--- config.mk ---
export PLATFORM = sky130hd
export DESIGN_NAME = lcd_fill_scheduler
export DESIGN_NICKNAME = d
export VERILOG_FILES = /design/src/rtl/lcd_pkg.sv /design/src/rtl/rr_arbiter.sv /design/src/rtl/lcd_fill_scheduler.sv
export SDC_FILE = /design/constraint.sdc
export NUM_CORES = 1
export LEC_CHECK = 0
export ABC_AREA = 0
export BUFFER_PORTS_ARGS = -buffer_cell sky130_fd_sc_hd__buf_4
export CAP_MARGIN = 10
export CORE_MARGIN = 1
export CORE_UTILIZATION = 45
export DETAILED_ROUTE_END_ITERATION = 8
export PLACE_DENSITY_LB_ADDON = 0.3
export SYNTH_ARGS = -nofsm -noshare
export SYNTH_HDL_FRONTEND = slang
export SYNTH_HIERARCHICAL = 1
export SYNTH_SLANG_ARGS = --single-unit
--- constraint.sdc ---
create_clock -name clk -period 10.1 [get_ports clk]
set_input_delay 0.505 -clock clk [delete_from_list [all_inputs] [get_ports clk]]
set_output_delay 0.505 -clock clk [all_outputs]
set_load 0.05 [all_outputs]
--- src/rtl/lcd_pkg.sv ---
// Shared types and constants for the LCD fill scheduler.
//   LCD_CASET/RASET/RAMWR : ST7789 window/memory-write command bytes
//   rect_t                : packed fill request {x0, x1, y0, y1, color}
//   fsm_e                 : scheduler state encoding
//   window_word()         : builds one word of a CASET/RASET group
package lcd_pkg;

  localparam logic [7:0] LCD_CASET = 8'h2A;
  localparam logic [7:0] LCD_RASET = 8'h2B;
  localparam logic [7:0] LCD_RAMWR = 8'h2C;

  typedef struct packed {
    logic [8:0]  x0;
    logic [8:0]  x1;
    logic [8:0]  y0;
    logic [8:0]  y1;
    logic [15:0] color;
  } rect_t;

  typedef enum logic [2:0] {
    StIdle,
    StCaset,
    StRaset,
    StRamwr,
    StPixel,
    StDone
  } fsm_e;

  // Word idx of a 5-word address group: command, then start hi/lo, end hi/lo.
  function automatic logic [8:0] window_word(input logic [7:0]  cmd,
                                             input logic [15:0] first,
                                             input logic [15:0] last,
                                             input logic [2:0]  idx);
    logic [8:0] w;
    case (idx)
      3'd0:    w = {1'b0, cmd};
      3'd1:    w = {1'b1, first[15:8]};
      3'd2:    w = {1'b1, first[7:0]};
      3'd3:    w = {1'b1, last[15:8]};
      default: w = {1'b1, last[7:0]};
    endcase
    return w;
  endfunction

endpackage

--- src/rtl/rr_arbiter.sv ---
// Combinational round-robin arbiter.
//   req     : request vector, one bit per requester
//   ptr     : index to start scanning from (wraps around)
//   gnt     : one-hot grant (all zero when no request)
//   gnt_idx : index of the granted requester
//   any     : at least one request pending
module rr_arbiter #(
  parameter int unsigned N_REQ = 2,
  parameter int unsigned IdxW  = $clog2(N_REQ)
) (
  input  logic [N_REQ-1:0] req,
  input  logic [IdxW-1:0]  ptr,
  output logic [N_REQ-1:0] gnt,
  output logic [IdxW-1:0]  gnt_idx,
  output logic             any
);

  always_comb begin
    gnt     = '0;
    gnt_idx = '0;
    any     = 1'b0;
    for (int k = 0; k < int'(N_REQ); k++) begin
      if (!any && req[(int'(ptr) + k) % int'(N_REQ)]) begin
        any                                  = 1'b1;
        gnt[(int'(ptr) + k) % int'(N_REQ)]   = 1'b1;
        gnt_idx                              = IdxW'((int'(ptr) + k) % int'(N_REQ));
      end
    end
  end

endmodule

--- src/rtl/lcd_fill_scheduler.sv ---
// Arbitrates rectangle-fill requests and streams the ST7789 command/data
// words for each accepted request to the SPI byte transmitter.
//   clk, resetn          : clock, async active-low reset
//   init_done            : panel init finished; gates new grants only
//   req_valid/req_rect   : per-requester request and rectangle (52 bits each)
//   req_ready/req_err    : one-cycle accept pulse / reject pulse
//   out_valid/out_ready  : word stream handshake, out_word = {rs, byte}
//   busy, done, grant_id : streaming status, end-of-fill pulse, granted index
module lcd_fill_scheduler
  import lcd_pkg::*;
#(
  parameter int unsigned N_REQ   = 2,
  parameter int unsigned COL_OFS = 40,
  parameter int unsigned ROW_OFS = 53,
  parameter int unsigned MAX_W   = 240,
  parameter int unsigned MAX_H   = 135
) (
  input  logic                       clk,
  input  logic                       resetn,
  input  logic                       init_done,
  input  logic [N_REQ-1:0]           req_valid,
  output logic [N_REQ-1:0]           req_ready,
  input  logic [N_REQ*52-1:0]        req_rect,
  output logic [N_REQ-1:0]           req_err,
  output logic                       out_valid,
  input  logic                       out_ready,
  output logic [8:0]                 out_word,
  output logic                       busy,
  output logic                       done,
  output logic [$clog2(N_REQ)-1:0]   grant_id
);

  localparam int unsigned IdxW = $clog2(N_REQ);

  fsm_e            state_q, state_d;
  logic [IdxW-1:0] ptr_q, ptr_d;
  logic [IdxW-1:0] grant_q, grant_d;
  logic [2:0]      idx_q, idx_d;
  logic [16:0]     cnt_q, cnt_d;
  rect_t           rect_q, rect_d;

  logic [N_REQ-1:0] arb_gnt;
  logic [IdxW-1:0]  arb_idx;
  logic             arb_any;

  rr_arbiter #(
    .N_REQ (N_REQ),
    .IdxW  (IdxW)
  ) u_arb (
    .req     (req_valid),
    .ptr     (ptr_q),
    .gnt     (arb_gnt),
    .gnt_idx (arb_idx),
    .any     (arb_any)
  );

  rect_t       cand;
  logic        cand_bad;
  logic [16:0] cand_w, cand_h, cand_npix;
  logic        grant_fire;

  assign cand = req_rect[52*arb_idx +: 52];

  assign cand_bad = (cand.x0 > cand.x1) || (cand.y0 > cand.y1) ||
                    ({23'd0, cand.x1} >= MAX_W) || ({23'd0, cand.y1} >= MAX_H);

  assign cand_w    = {8'd0, cand.x1} - {8'd0, cand.x0} + 17'd1;
  assign cand_h    = {8'd0, cand.y1} - {8'd0, cand.y0} + 17'd1;
  assign cand_npix = cand_w * cand_h;

  // resetn in the gate keeps req_ready low while reset is held.
  assign grant_fire = (state_q == StIdle) && init_done && arb_any && resetn;

  logic [15:0] xs0, xs1, ys0, ys1;
  assign xs0 = {7'd0, rect_q.x0} + 16'(COL_OFS);
  assign xs1 = {7'd0, rect_q.x1} + 16'(COL_OFS);
  assign ys0 = {7'd0, rect_q.y0} + 16'(ROW_OFS);
  assign ys1 = {7'd0, rect_q.y1} + 16'(ROW_OFS);

  always_comb begin
    state_d   = state_q;
    ptr_d     = ptr_q;
    grant_d   = grant_q;
    idx_d     = idx_q;
    cnt_d     = cnt_q;
    rect_d    = rect_q;
    req_ready = '0;
    req_err   = '0;
    out_valid = 1'b0;
    out_word  = '0;

    unique case (state_q)
      StIdle: begin
        if (grant_fire) begin
          req_ready = arb_gnt;
          grant_d   = arb_idx;
          ptr_d     = (arb_idx == IdxW'(N_REQ - 1)) ? '0 : arb_idx + IdxW'(1);
          if (cand_bad) begin
            req_err = arb_gnt;
          end else begin
            rect_d  = cand;
            cnt_d   = cand_npix;
            idx_d   = '0;
            state_d = StCaset;
          end
        end
      end
      StCaset: begin
        out_valid = 1'b1;
        out_word  = window_word(LCD_CASET, xs0, xs1, idx_q);
        if (out_ready) begin
          if (idx_q == 3'd4) begin
            idx_d   = '0;
            state_d = StRaset;
          end else begin
            idx_d = idx_q + 3'd1;
          end
        end
      end
      StRaset: begin
        out_valid = 1'b1;
        out_word  = window_word(LCD_RASET, ys0, ys1, idx_q);
        if (out_ready) begin
          if (idx_q == 3'd4) begin
            idx_d   = '0;
            state_d = StRamwr;
          end else begin
            idx_d = idx_q + 3'd1;
          end
        end
      end
      StRamwr: begin
        out_valid = 1'b1;
        out_word  = {1'b0, LCD_RAMWR};
        if (out_ready) begin
          idx_d   = '0;
          state_d = StPixel;
        end
      end
      StPixel: begin
        // idx_q[0] selects high (0) or low (1) color byte of the current pixel.
        out_valid = 1'b1;
        out_word  = idx_q[0] ? {1'b1, rect_q.color[7:0]} : {1'b1, rect_q.color[15:8]};
        if (out_ready) begin
          if (idx_q[0]) begin
            idx_d = '0;
            cnt_d = cnt_q - 17'd1;
            if (cnt_q == 17'd1) state_d = StDone;
          end else begin
            idx_d = 3'd1;
          end
        end
      end
      StDone: begin
        state_d = StIdle;
      end
      default: begin
        state_d = StIdle;
      end
    endcase
  end

  assign busy     = (state_q == StCaset) || (state_q == StRaset) ||
                    (state_q == StRamwr) || (state_q == StPixel);
  assign done     = (state_q == StDone);
  assign grant_id = grant_fire ? arb_idx : grant_q;

  always_ff @(posedge clk or negedge resetn) begin
    if (!resetn) begin
      state_q <= StIdle;
      ptr_q   <= '0;
      grant_q <= '0;
      idx_q   <= '0;
      cnt_q   <= '0;
      rect_q  <= '0;
    end else begin
      state_q <= state_d;
      ptr_q   <= ptr_d;
      grant_q <= grant_d;
      idx_q   <= idx_d;
      cnt_q   <= cnt_d;
      rect_q  <= rect_d;
    end
  end

endmodule

After elaboration in Yosys (flattened, before gate mapping) --
Cells that the tools add are included.
Word-level totals: register bits after elaboration 77, bits of input ports 110, output and inout bits 17, word-level logic and storage cells 132
Operators by class: add/subtract/negate cells 12, $mul 2, $lt $le $gt $ge 8, equality and inequality tests 21, shift-type cells 1, mux-type cells 51, bitwise operators 3, reduce and logical (&&, ||, !) cells 24
Operators by type and width (number):
- $pmux 9 s4 | 3
- $shiftx 104x8->52 | 1
- $mux 17 | 4
- $mux 3 | 16
- $add 9x6->10 const B | 4
- $pmux 17 s2 | 1
- $add 10x2->11 const B | 2
- $ne 2x2->1 const B | 10
- $sub 9x9->10 | 2
- $ge 9x8->1 const B | 2
- $gt 9x9->1 | 2
- $eq 17x1->1 const B | 1
- $mul 11x11->17 | 1
- $sub 17x1->17 const B | 1
- $mux 1 | 15
- $pmux 3 s5 | 1
- $mux 2 | 7
- $eq 3x2->1 const B | 4
- $pmux 3 s4 | 1
- $reduce_and 10->1 | 1
- $eq 3x3->1 const B | 3
- $mux 8 | 1
- $eq 3x1->1 const B | 2
- $logic_and 1x1->1 | 6
- 23 further kinds | 31

Logic depth before layout (Yosys ltp) --
depth after elaboration 16, gate-level depth with buffers 37, mapped depth without buffers 32

By module --
The synthesis kept the hierarchy.
Modules (own cells, without submodules):
- lcd_fill_scheduler | times used 1, cells each 1139, area an instance 9824.4 um^2, seq. area each 1926.8 um^2
- rr_arbiter | times used 1, cells each 5, area an instance 32.5 um^2, seq. area each 0.0 um^2

Least setup slack after synthesis --
OpenSTA, ideal clock, no wires.
path type input to register, start input req_valid[1], end register cnt_q[16], setup time 0.077 ns, arrival 9.859 ns, data required time 10.023 ns, setup slack 0.163 ns, stages 36, buffers on the path 5, cells stage by stage a21boi_0 -> buf_2 -> buf_1 -> clkbuf_1 -> clkbuf_1 -> mux2i_1 -> ha_1 -> inv_1 -> fa_1 -> a211oi_2 -> nor2_1 -> xor2_1 -> o2111ai_4 -> nor3b_1 -> and2_1 -> or2_2 -> clkbuf_1 -> inv_1 -> nand2_1 -> fa_1 -> fa_1 -> inv_1 -> fa_1 -> fa_1 -> inv_1 -> fa_1 -> inv_1 -> ha_1 -> nor2_1 -> a21oi_1 -> and4_1 -> a2111oi_0 -> o21bai_1 -> a21oi_1 -> xor3_1 -> a21oi_1
On the way: cells in the longest elaborated chain, start to end 14, elaborated cells between the ends (all ways) 33, classes of those cells 4 x add/sub; 2 x mul; 4 x order compare; 2 x eq/ne; 1 x shift; 12 x mux; 8 x reduce/logical
Ends and longest elaborated chain:
- start, declared | RTL line lcd_fill_scheduler.sv:21 | input logic [N_REQ-1:0] req_valid,
- $mux 1 (not written as such) (2 in a row) | RTL line rr_arbiter.sv:23 | if (!any && req[(int'(ptr) + k) % int'(N_REQ)]) begin
- $mux 1 | RTL line rr_arbiter.sv:23
- $logic_not 1->1 | RTL line rr_arbiter.sv:23
- $logic_and 1x1->1 | RTL line rr_arbiter.sv:23
- $mux 1 | RTL line rr_arbiter.sv:23
- $mul 4x1->5 | RTL line lcd_fill_scheduler.sv:62 | assign cand = req_rect[52*arb_idx +: 52];
- $shiftx 104x8->52 | RTL line lcd_fill_scheduler.sv:62
- $sub 9x9->10 (tied with other cells) | RTL line lcd_fill_scheduler.sv:67 | assign cand_w = {8'd0, cand.x1} - {8'd0, cand.x0} + 17'd1;
- $add 10x2->11 (tied with other cells) | RTL line lcd_fill_scheduler.sv:67
- $mul 11x11->17 or $logic_or 1x1->1 (tied branches) | RTL line lcd_fill_scheduler.sv:69, lcd_fill_scheduler.sv:64
- $mux 17 or $logic_or 1x1->1 (tied branches) | RTL line lcd_fill_scheduler.sv:98, lcd_fill_scheduler.sv:65
- $mux 17 or $ne 2x2->1 (tied branches)
- $pmux 17 s2 or $reduce_and 5->1 (tied branches)
- end signal, assigned | RTL line lcd_fill_scheduler.sv:181 | cnt_q <= cnt_d;
- end, declared | RTL line lcd_fill_scheduler.sv:39 | logic [16:0] cnt_q, cnt_d;
Parallel ways exist; a longest one is shown, timed or not. The select of a mux whose other input is x is not followed. A chain may end at the register's enable or synchronous reset.

==> metrics <==
outcome completed; Area growth syn-to-layout 15.9%; All-Layer GR Usage between 20% and 30%; DRT Wirelength around 24 mm; Core ar. 21200 um^2; synth top area cells dfrtp_1 (20%), fa_1 (17%), ha_1 (9.1%), inv_1 (5.9%), nor2_1 (4.8%); final period utilization a little over nine tenths; post-synthesis cell area 9860 um^2; average size of a mapped cell about 8.6 um^2; Die Width 150 um; post-synth net total roughly 1400; hold slack roughly 0.46 ns; Post-synth ARST share 100%; Sum Neg Setup Slack 0 ns; CTS max path bufs 2; Clock Pin Slew Worst Setup and Hold Paths 0.07 ns; proportion of layout cells with a drive suffix above 1 roughly 17%; yosys warns 6; Max Cap Viol 0; fin crit period ~9.5 ns; Yosys top cell by area dfrtp_1; startpoint types flop; Seq/Total Area, Yosys between 10% and 20%; library cells used by synthesis 70; post-DP HPWL approximately 20 mm; Setup Skew around 0.0082 ns; initial antenna violation count 0; Fin. Hold Viols 0; Worst Setup SP ptr_q; DIE AREA approximately 23000 um^2; Critical Path RT about 10 ns; Max-slew headroom approximately 30%; Rows between 50 and 60; GP Congestion about 0.9; drt initial violations about 420; DRC Markers 0; Root Buffer clkbuf_16; post-synthesis register bit count 77; Via Count slightly above 8000; RSZ-0062 raised after global routing no; post-synth top area share around 20%; post_cts resized 0; drt wl/cell roughly 16 um; largest incremental delay on the critical path around 0.81 ns; IO Pins ~130; first-pass GRT wire length approximately 40 mm; GRT overflow 0; Final Slew Violations 0; largest net degree at the start of global routing slightly above 70; worst r2r src ptr_q; htree depth 3; Worst path most repeated cell fa_1; TritonCTS clock tree built; crit end category flop; ANT cells 0; clock sink total 77; WS Path Type flop to flop; Post-synth EDFFs 0; drt via density around 5.3; vias in the first global route a little over 8000; Fill cells ~1900; Mapped Cells roughly 1100; Final setup viols 0; die extent in y roughly 150 um; HP Start req_rect[15]; Port Buf Inserts about 130; Initial Util between 40% and 50%; Critical Path Fanout Max 26; Nets between 1500 and 2000; Final ANT Viol Nets 0; Fmax between 100 and 150 MHz; Pre-antenna DRT Iters 5; Worst Path Arrival ~10 ns; Hold Path Class input pin to flop; critical path's slowest cell a21boi_4; slew at the pin closest to its max-slew limit about 1.1 ns; Worst-Skew Late Latency about 0.34 ns; TritonCTS Buffers 9; top_reg_cell synth dfrtp_1
-- state kept, by name, summed over array words and instances, names as in the netlist --
name and flops:
rect_q 52, cnt_q 17, idx_q 3, state_q 3, grant_q 1, ptr_q 1
-- layout make-up --
type	instances	area [um^2]	share of cell area, %
Sequential cell	77	1930	16.9
Clock inverter	6	71.3	0.624
Tap cell	275	344	3.01
Clock buffer	10	229	2.00
Inverter	155	582	5.09
Timing Repair Buffer	142	1070	9.35
Multi-Input combinational cell	870	7200	63.0
-- cells in the final DEF, fill, tap and decap left out, types with 4 or more instances in the layout --
| cell type | n |
|---|---|
| o221ai_1 | 4 |
| dfrtp_1 | 77 |
| nor2b_1 | 23 |
| and2_1 | 31 |
| nor3_1 | 17 |
| xnor2_1 | 53 |
| a21oi_1 | 87 |
| o21ai_0 | 52 |
| nor3b_1 | 5 |
| buf_4 | 141 |
| nand2b_1 | 23 |
| fa_1 | 86 |
| nor2_1 | 125 |
| ha_1 | 72 |
| xor2_1 | 18 |
| inv_1 | 154 |
| clkbuf_16 | 9 |
| nand3_1 | 15 |
| mux2i_1 | 45 |
| mux2_2 | 34 |
| a21o_1 | 5 |
| o22ai_1 | 8 |
| and3_1 | 4 |
| a22oi_1 | 7 |
| a31oi_1 | 9 |
| o21a_1 | 5 |
| nand2_1 | 67 |
-- timing repair --
item,4_1_cts,5_1_grt
hold endpoints to repair,7,0
buffers inserted,0,0
hold buffers,1,0
setup endpoints to repair,0,1
-- path summary, 6_finish.rpt --
check / cells after the start / slack (ns) / to
hold / removal: 3 / 0.46 / rect_q[15]
max in group asynchronous: 3 / 8.43 / rect_q[37]
setup / recovery: 29 / 0.62 / cnt_q[16]
setup reg to reg: 29 / 0.62 / cnt_q[16]
hold reg to reg: 2 / 0.51 / cnt_q[8]
min in group asynchronous: 2 / 0.53 / cnt_q[11]
-- cells by family after synthesis --
group | after synthesis | synth area share (%)
compound gates | 219 | 13.8
xor+xnor | 76 | 7.34
fa+ha+maj | 158 | 26.6
buf+inv | 197 | 7.57
flops | 77 | 19.5
mux | 79 | 8.45
simple gates | 338 | 16.7
-- Yosys cell counts, types with 18 or more instances --
cell type    n
inv_1      154
nor2_1     125
a21oi_1     87
fa_1        86
dfrtp_1     77
ha_1        72
nand2_1     67
xnor2_1     53
o21ai_0     52
mux2i_1     45
mux2_2      34
and2_1      32
clkbuf_1    31
nand2b_1    23
nor2b_1     23
xor2_1      18
-- routing by layer --
layer  part of all wire, %  global-route usage [%]  up-vias
li1                      -                       -     4007
met1                    47                    32.2     3973
met2                    48                    37.8      212
met3                   4.3                    3.08       20
met4                   1.1                    3.74        0
met5                     0                       0        -
-- through the flow --
| step | setup slack [ns] | utilization (%) | cell area (um^2) | cells |
|---|---|---|---|---|
| after floorplan | 0.163 | - | 9860 | 1144 |
| after global placement | 0.687 | 52.4 | 11100 | 1518 |
| after global routing | 0.00560 | 53.8 | 11400 | 1535 |
| after detailed placement | 0.505 | 52.4 | 11100 | 1518 |
| after CTS | 0.649 | 53.8 | 11400 | 1535 |
| final | 0.623 | 53.8 | 11400 | 1535 |
-- worst max-delay path: cells and delay by family, from the launching register on --
family                   cells  cell delay [ns]
AND/OR/NAND/NOR              5             1.03
AO/OA/AOI/OAI                8             2.52
multiplexers                 1             0.38
flip-flops                   1             0.36
XOR/XNOR                     3             1.19
buffers and inverters        5             0.63
adder cells (fa/ha/maj)      7             3.24
Power is left out: the tool's default activity adds up to more than one toggle a clock period on the data nets, which glitch-free logic cannot reach.
